### src/rtl/qif_sched_pkg.sv
// Shared types and constants for the QIF neuron scheduler and its update core.
// Widths here are the defaults; the top derives its own index width from NUM_NEURONS.
package qif_sched_pkg;

  localparam int NUM_NEURONS_DEF = 4;
  localparam int IDX_W           = $clog2(NUM_NEURONS_DEF);
  localparam int SUM_W           = 10;
  localparam int V_W             = 8;

  typedef enum logic [1:0] {
    IDLE  = 2'd0,
    SWEEP = 2'd1,
    DONE  = 2'd2
  } state_e;

  typedef logic [IDX_W-1:0] evt_t;

endpackage

### src/rtl/qif_update_core.sv
// Combinational QIF step: V,B -> V_next and spike flag; zero latency, no flow control.
// Square is shifted down before the sum so the 10-bit sum never overflows for 8-bit V and B.
module qif_update_core
  import qif_sched_pkg::*;
#(
  parameter int THRESH   = 200,
  parameter int V_RESET  = 0,
  parameter int SQ_SHIFT = 8,
  parameter int LEAK     = 1
) (
  input  logic [V_W-1:0] v_i,
  input  logic [V_W-1:0] b_i,
  output logic [V_W-1:0] v_d_o,
  output logic           spike_o
);

  logic [2*V_W-1:0] sq_full;
  logic [SUM_W-1:0] sum_raw;
  logic [SUM_W-1:0] sum_leak;

  assign sq_full  = {{V_W{1'b0}}, v_i} * {{V_W{1'b0}}, v_i};
  assign sum_raw  = SUM_W'(v_i) + SUM_W'(sq_full >> SQ_SHIFT) + SUM_W'(b_i);

  // Leak floors at zero rather than wrapping.
  assign sum_leak = (sum_raw > SUM_W'(LEAK)) ? (sum_raw - SUM_W'(LEAK)) : '0;

  assign spike_o  = (sum_leak >= SUM_W'(THRESH));
  assign v_d_o    = spike_o ? V_W'(V_RESET) : sum_leak[V_W-1:0];

endmodule

### src/rtl/qif_neuron_scheduler.sv
// Sweeps one QIF core over NUM_NEURONS states, one neuron per cycle after each tick (N+1 busy cycles).
// Spikes go to a FIFO drained by valid/ready; a push into a full FIFO without a pop is dropped and flagged.
module qif_neuron_scheduler
  import qif_sched_pkg::*;
#(
  parameter int  NUM_NEURONS = NUM_NEURONS_DEF,
  parameter int  THRESH      = 200,
  parameter int  V_RESET     = 0,
  parameter int  SQ_SHIFT    = 8,
  parameter int  LEAK        = 1,
  parameter int  FIFO_DEPTH  = 4,
  localparam int IW          = $clog2(NUM_NEURONS),
  localparam int AW          = $clog2(FIFO_DEPTH)
) (
  input  logic          clk_i,
  input  logic          rst_n_i,
  input  logic          tick_i,
  input  logic          cfg_we_i,
  input  logic [IW-1:0] cfg_addr_i,
  input  logic [7:0]    cfg_b_i,
  input  logic [IW-1:0] dbg_addr_i,
  output logic [7:0]    dbg_v_o,
  output logic          busy_o,
  output logic          sweep_done_o,
  output logic          tick_miss_o,
  output logic          evt_valid_o,
  output logic [IW-1:0] evt_idx_o,
  input  logic          evt_ready_i,
  output logic          evt_ovf_o,
  input  logic          ovf_clr_i
);

  state_e          state_q;
  logic [IW-1:0]   ptr_q;
  logic            busy_q;
  logic            done_q;
  logic            miss_q;

  logic [V_W-1:0]  v_q [NUM_NEURONS];
  logic [V_W-1:0]  b_q [NUM_NEURONS];

  logic [V_W-1:0]  v_d;
  logic            spike;
  logic            upd_en;

  logic [IW-1:0]   fifo_q [FIFO_DEPTH];
  logic [AW:0]     wr_q;
  logic [AW:0]     rd_q;
  logic            ovf_q;
  logic            ovf_d;
  logic            empty;
  logic            full;
  logic            push;
  logic            pop;
  logic            push_ok;
  logic            drop;

  assign upd_en = (state_q == SWEEP);

  qif_update_core #(
    .THRESH   (THRESH),
    .V_RESET  (V_RESET),
    .SQ_SHIFT (SQ_SHIFT),
    .LEAK     (LEAK)
  ) u_core (
    .v_i     (v_q[ptr_q]),
    .b_i     (b_q[ptr_q]),
    .v_d_o   (v_d),
    .spike_o (spike)
  );

  always_ff @(posedge clk_i or negedge rst_n_i) begin
    if (!rst_n_i) begin
      state_q <= IDLE;
      ptr_q   <= '0;
      busy_q  <= 1'b0;
      done_q  <= 1'b0;
      miss_q  <= 1'b0;
    end else begin
      miss_q <= tick_i & busy_q;
      done_q <= 1'b0;
      case (state_q)
        IDLE: begin
          if (tick_i) begin
            state_q <= SWEEP;
            ptr_q   <= '0;
            busy_q  <= 1'b1;
          end
        end
        SWEEP: begin
          if (ptr_q == IW'(NUM_NEURONS - 1)) begin
            state_q <= DONE;
            done_q  <= 1'b1;
          end else begin
            ptr_q <= ptr_q + 1'b1;
          end
        end
        DONE: begin
          state_q <= IDLE;
          busy_q  <= 1'b0;
        end
        default: begin
          state_q <= IDLE;
          busy_q  <= 1'b0;
        end
      endcase
    end
  end

  always_ff @(posedge clk_i or negedge rst_n_i) begin
    if (!rst_n_i) begin
      for (int i = 0; i < NUM_NEURONS; i++) v_q[i] <= V_W'(V_RESET);
    end else if (upd_en) begin
      v_q[ptr_q] <= v_d;
    end
  end

  // The core reads b_q before this edge, so a write to the neuron being updated lands for the next sweep.
  always_ff @(posedge clk_i or negedge rst_n_i) begin
    if (!rst_n_i) begin
      for (int i = 0; i < NUM_NEURONS; i++) b_q[i] <= '0;
    end else if (cfg_we_i) begin
      b_q[cfg_addr_i] <= cfg_b_i;
    end
  end

  assign empty   = (wr_q == rd_q);
  assign full    = (wr_q[AW] != rd_q[AW]) && (wr_q[AW-1:0] == rd_q[AW-1:0]);
  assign push    = upd_en & spike;
  assign pop     = !empty & evt_ready_i;
  // A pop on the same edge frees the head slot, so a full FIFO can still take the push.
  assign push_ok = push & (!full | pop);
  assign drop    = push & full & !pop;
  assign ovf_d   = drop | (ovf_q & !ovf_clr_i);

  always_ff @(posedge clk_i or negedge rst_n_i) begin
    if (!rst_n_i) begin
      for (int i = 0; i < FIFO_DEPTH; i++) fifo_q[i] <= '0;
      wr_q  <= '0;
      rd_q  <= '0;
      ovf_q <= 1'b0;
    end else begin
      if (push_ok) begin
        fifo_q[wr_q[AW-1:0]] <= ptr_q;
        wr_q                 <= wr_q + 1'b1;
      end
      if (pop) rd_q <= rd_q + 1'b1;
      ovf_q <= ovf_d;
    end
  end

  assign dbg_v_o      = v_q[dbg_addr_i];
  assign busy_o       = busy_q;
  assign sweep_done_o = done_q;
  assign tick_miss_o  = miss_q;
  assign evt_valid_o  = !empty;
  assign evt_idx_o    = fifo_q[rd_q[AW-1:0]];
  assign evt_ovf_o    = ovf_q;

endmodule

### config.mk
export PLATFORM = sky130hd
export DESIGN_NAME = qif_neuron_scheduler
export DESIGN_NICKNAME = d
export VERILOG_FILES = /design/src/rtl/qif_sched_pkg.sv /design/src/rtl/qif_update_core.sv /design/src/rtl/qif_neuron_scheduler.sv
export SDC_FILE = /design/constraint.sdc
export NUM_CORES = 1
export LEC_CHECK = 0
export CORE_MARGIN = 4
export CORE_UTILIZATION = 39
export DETAILED_ROUTE_END_ITERATION = 7
export PLACE_DENSITY = 0.68
export SLEW_MARGIN = 20
export SYNTH_ARGS = -nofsm -noshare
export SYNTH_HDL_FRONTEND = slang
export SYNTH_SLANG_ARGS = --single-unit
### constraint.sdc
create_clock -name clk_i -period 11 [get_ports clk_i]
set_input_delay 3.3 -clock clk_i [delete_from_list [all_inputs] [get_ports clk_i]]
set_output_delay 3.3 -clock clk_i [all_outputs]
set_load 0.01 [all_outputs]
==> metrics.cfg <==
[place]
dp.cells=840
dp_slack_ns=1.70
placed_area_sq_mm=0.00705
io_buffer_count=32
dp_hpwl_um=10500
gp_congestion=0.807

[timing]
rsz0062_at_grt=no
hold_viol_final=0
period_share=0.852
tns_ns=0
fmax_ghz=0.107
layout_setup_ws_ns=1.63
tightest_slew_ns=1.08
maxSlewHeadroom=0.277
drv_slew=0
finalClockSkew_ns=0.00555
setup_viol=0
timing.final.crit_period_ns=9.37

[floorplanning]
die-area_sq_mm=0.0189
die_w_um=137
ios=33
die_h_um=137
initial_core_util=0.395
rows=47
core_sq_mm=0.0165

[critical_path]
crit_path_end_kind=flop
arrival_ns=9.59
slowest_delay_ns=1.06
path_max_fanout=25
required_ns=11.22
critPathKind=flop to flop
crit_slowest_cell=dfrtp_1
start_kind=flop

[route]
drt-total-wl_um=13800
drtIter0Drc=312
via_count=4608
avgViaCountPerCell=5.39
remaining_drc_errors=0
avgRoutedWirePerCell_um=16.2
drtAntennaViolNets=0
first_pass_iters=5

[clocking]
clk_pin_slew_worst_paths_ns=0.06
cts_num_sinks=86
worstSkewPairLatency_ns=0.34
clk_path_buf_depth=2
numCtsBuffers=9
postCtsHoldBufs=0
cts_root_buf=clkbuf_16
cts_tree=done
cts_setup_buffers=0
ctsResizeCount=0
h-tree-depth=3

[final_layout]
regArea_sq_mm=0.00215
final_nets=730
drive_gt1_frac=0.150
fillers=1544
antenna_cells=0
design_area_sq_mm=0.00733
multiInputGateArea_sq_mm=0.00407
syn2layout_area_growth_pct=12.1
fin_cells=855

[global_routing]
grt_pass1_wl_um=23700
gr-max-usage-layer=met2
antenna_found_initial=0
grt_overflow=0
grt_use_met1=0.207
grtUsageTotal=0.158
grt_max_degree=87
met3_usage=0.0208
grt_pass1_vias=4890
met2_usage=0.272

[logic_synthesis]
yosys.cell_count.top_type=dfrtp_1
synthTopCellsByCount=dfrtp_1, inv_1, ha_1, nand2_1, mux2_2
yosys.area.top_type=dfrtp_1
syn_nets=704
synth_cells=605
avgSynthCellArea_sq_um=10.8
ys_types=57
synth_top_flop_cell=dfrtp_1
yosysWarnings=0
yosys_register_bits=86
syn_area_sq_mm=0.00654
synthArstFlopShare=1.00
synthTopCellsByArea=dfrtp_1, ha_1, mux4_2, fa_1, mux2_2
yosysTopAreaCellShare=0.329
seq_area_frac_synth=0.329
synth_edf_count=0

[run_status]
status=complete, no violations

[hold_path]
hp-class=flop to flop

[flow_run]
drv_cap=0

-- final cells by class --
class / instances / area share
repair buffers: 34 / 0.0459
inverters: 58 / 0.0297
flip-flops and latches: 86 / 0.294
clock inverters: 4 / 0.00307
clock buffers: 11 / 0.0345
multi-input cells: 442 / 0.556
well taps: 220 / 0.0376
-- registers in the layout (all words and copies together) (netlist names) --
| register | cells |
|---|---|
| tick_miss_o | 1 |
| b_q | 32 |
| ptr_q | 2 |
| rd_q | 3 |
| state_q | 2 |
| fifo_q | 8 |
| evt_ovf_o | 1 |
| sweep_done_o | 1 |
| wr_q | 3 |
| v_q | 32 |
| busy_o | 1 |
-- metrics by stage --
stage	util	hold slack [ns]
floorplan	-	0.460
global placement	0.427	0.472
detailed placement	0.427	0.484
CTS	0.443	0.494
global route	0.443	0.506
finish	0.443	0.500
-- placed cells by master (no fill, tap or decap), drive strengths merged, types with 2 or more instances in the layout --
cell type / n
a211oi: 2
a21oi: 13
a311oi: 2
and2: 19
and3: 8
buf: 3
clkbuf: 11
clkdlybuf4s50: 31
clkinv: 3
dfrtp: 86
fa: 26
ha: 55
inv: 58
mux2: 42
mux4: 26
nand2: 53
nand2b: 4
nand3: 16
nand3b: 2
nand4: 2
nor2: 35
nor2b: 5
nor3: 8
nor3b: 4
nor4: 3
nor4b: 2
o2111ai: 2
o211ai: 5
o21a: 10
o21ai: 13
o21bai: 3
o22ai: 3
o31ai: 29
or2: 2
or3: 2
xnor2: 26
xor2: 5
-- final timing paths --
check                          from        end  slack [ns]  depth (start not counted)
min                         rd_q[2]    rd_q[2]        0.50                          1
max                        ptr_q[1]  fifo_q[1]        1.63                         33
max reg2reg                ptr_q[1]  fifo_q[1]        1.63                         33
max in group asynchronous   rst_n_i    v_q[12]        7.46                          1
min reg2reg                 rd_q[2]    rd_q[2]        0.50                          1
min in group asynchronous   rst_n_i     b_q[6]        3.01                          1
-- routing by layer --
layer | up-vias | share of wire
met5 | - | 0
met1 | 2298 | 0.44
li1 | 2199 | -
met3 | 16 | 0.033
met4 | 0 | 0.013
met2 | 95 | 0.51
-- cells by family after synthesis --
group	synth area share
fa+ha+maj	0.185
mux	0.164
flops	0.329
compound gates	0.105
xor+xnor	0.0438
simple gates	0.126
buf+inv	0.0477
-- worst max-delay path: cells and delay by family (launching register included) --
kind | cells | cell delay, ns
simple gates | 7 | 1.29
fa+ha+maj | 6 | 2.52
mux | 2 | 0.88
compound gates | 12 | 2.80
flops | 1 | 1.06
xor+xnor | 4 | 0.60
buf+inv | 2 | 0.10
Power is not shown: default switching activity piles up to over one toggle a cycle in this logic, so the estimate is an artifact.
==> patch: new RTL, config.mk and constraints unchanged <==
Change the package constant `NUM_NEURONS_DEF` from 4 to 2.
--- a/src/rtl/qif_sched_pkg.sv
+++ b/src/rtl/qif_sched_pkg.sv
@@ -2,7 +2,7 @@
 // Widths here are the defaults; the top derives its own index width from NUM_NEURONS.
 package qif_sched_pkg;
 
-  localparam int NUM_NEURONS_DEF = 4;
+  localparam int NUM_NEURONS_DEF = 2;
   localparam int IDX_W           = $clog2(NUM_NEURONS_DEF);
   localparam int SUM_W           = 10;
   localparam int V_W             = 8;
Interface: changed (resized cfg_addr_i, dbg_addr_i and evt_idx_o); port bits go from 33 to 30. The function was not compared with the original's and may differ.
==> patch against the unedited design <==
  * Sequential cell count down 37
  * Area after synthesis down 28%
  * Via count down 28%
  * Routed wire length down 34%
  * Worst setup slack better by 0.52 ns
  * Final area down 28%
  * Core utilization up 1.4 points
  * Highest routed layer unchanged
  * First-iteration DRC count down 62%
  * Sequential share of layout area down 6.3 points
  * Critical path type unchanged
  * Worst hold slack worse by 0.0073 ns
Power is left out: the tool's default activity adds up to more than one toggle a clock period on the data nets, which glitch-free logic cannot reach.
==> patch: results <==
export IMPL_first_pass_iters=4
export IMPL_biggestRegsByFlops="b_q: 16 flops, v_q: 16 flops, fifo_q: 4 flops"
export IMPL_port_buffers=29
export IMPL_crit_fanout=24
export IMPL_synthDistinctLibCells=53
export IMPL_grt_pass1_wl_um=16150
export IMPL_grt_max_degree=50
export IMPL_cts_buffers=5
export IMPL_grt_total_usage_pct=13.79
export IMPL_status="complete, no violations"
export IMPL_insertion_delay_ns=0.29
export IMPL_yosysSeqAreaShare_pct=26.01
export IMPL_drt_first_iter_violations=119
export IMPL_syn_num_nets=573
export IMPL_relSlewSlack_pct=30.77
export IMPL_grt_pass1_vias=3391
export IMPL_nNetsFinal=599
export IMPL_yosysWarnings=0
export IMPL_drive_gt1_share_pct=12.43
export IMPL_htreeDepth=2
export IMPL_slowest_stage="mux2i_1"
export IMPL_viasPerCell=5.108
export IMPL_wl_um=9157
export IMPL_place_hpwl_um=7271
export IMPL_ys_top_cells_by_area="dfrtp_1, ha_1, fa_1"
export IMPL_synth_top_flop_cell="dfrtp_1"
export IMPL_path_clk_slew_ns=0.07
export IMPL_root_buffer="clkbuf_16"
export IMPL_fin_worst_skew_ns=0.006208
export IMPL_cp_data_arrival_time_ns=8.99
export IMPL_cpPeakStageDelay_ns=0.88
export IMPL_fillers=1112
export IMPL_synth_common_cells="inv_1, ha_1, dfrtp_1, nor2_1, nand2_1"
export IMPL_routabilityCongestion=0.8958
## patch: changes by cell type in the layout (fill, tap and decap cells not counted), moves of 10 or more
cell / unedited run / this run
nand3_1: 16 / 5
nor2_1: 35 / 45
nand2_1: 53 / 36
o31ai_1: 28 / 16
dfrtp_1: 86 / 49
mux4_2: 26 / 1
and2_1: 19 / 3
## patch: logic make-up after synthesis
group	share of synthesized area, %
AOI/OAI and AO/OA	12.39
xor gates and xnor gates	7.219
adders and majority gates	24.58
buffers and inverters	6.131
DFF	26.01
muxes	11.86
and+or+nand+nor	11.81
## patch: area by class of cell
| type | instances | area, um^2 | share of cell area, % |
|---|---|---|---|
| multi-input combinational | 357 | 3199 | 60.26 |
| sequential | 49 | 1226 | 23.10 |
| timing repair buffer | 31 | 302.8 | 5.704 |
| inverter | 62 | 232.7 | 4.384 |
| tap | 143 | 178.9 | 3.370 |
| clock buffer | 5 | 125.1 | 2.357 |
| clock inverter | 3 | 43.79 | 0.8249 |
## patch: final timing paths
check | startpoint | to | slack [ns] | cells after the start
setup / recovery | ptr_q$_DFFE_PN0P_ | v_q[9]$_DFFE_PN0P_ | 2.15 | 30
hold / removal | fifo_q[2]$_DFFE_PN0P_ | fifo_q[2]$_DFFE_PN0P_ | 0.49 | 1
setup reg to reg | ptr_q$_DFFE_PN0P_ | v_q[9]$_DFFE_PN0P_ | 2.15 | 30
hold reg to reg | fifo_q[2]$_DFFE_PN0P_ | fifo_q[2]$_DFFE_PN0P_ | 0.49 | 1
max in group asynchronous | rst_n_i | v_q[8]$_DFFE_PN0P_ | 7.56 | 1
min in group asynchronous | rst_n_i | b_q[13]$_DFFE_PN0P_ | 3.03 | 1
## patch: per-layer routing
layer  vias up  global-route usage [%]  part of all wire, %
met5         -                       0                    0
met4         0                   3.443                  1.7
met3        11                   1.970                  2.9
met2        45                   22.49                   47
met1      1585                   19.30                   49
li1       1679                       -                    -
## patch: worst max-delay path, delay by kind of cell (launching register included)
| family | cells | cell delay, ns |
|---|---|---|
| buf+inv | 3 | 0.40 |
| mux | 1 | 0.88 |
| simple gates | 5 | 1.04 |
| fa+ha+maj | 7 | 3.01 |
| flops | 1 | 0.33 |
| xor+xnor | 2 | 0.32 |
| compound gates | 12 | 2.71 |
## patch: stage by stage
stage / utilization [%] / std cells / area (um^2) / hold WS (ns) / setup WS (ns)
after floorplan: - / 480 / 4715 / 0.4524 / 2.618
after global placement: 44.24 / 642 / 5137 / 0.4646 / 2.332
after detailed placement: 44.24 / 642 / 5137 / 0.4795 / 2.118
after CTS: 45.69 / 650 / 5306 / 0.4951 / 2.096
after global routing: 45.71 / 650 / 5309 / 0.5192 / 1.531
final: 45.71 / 650 / 5309 / 0.4927 / 2.151
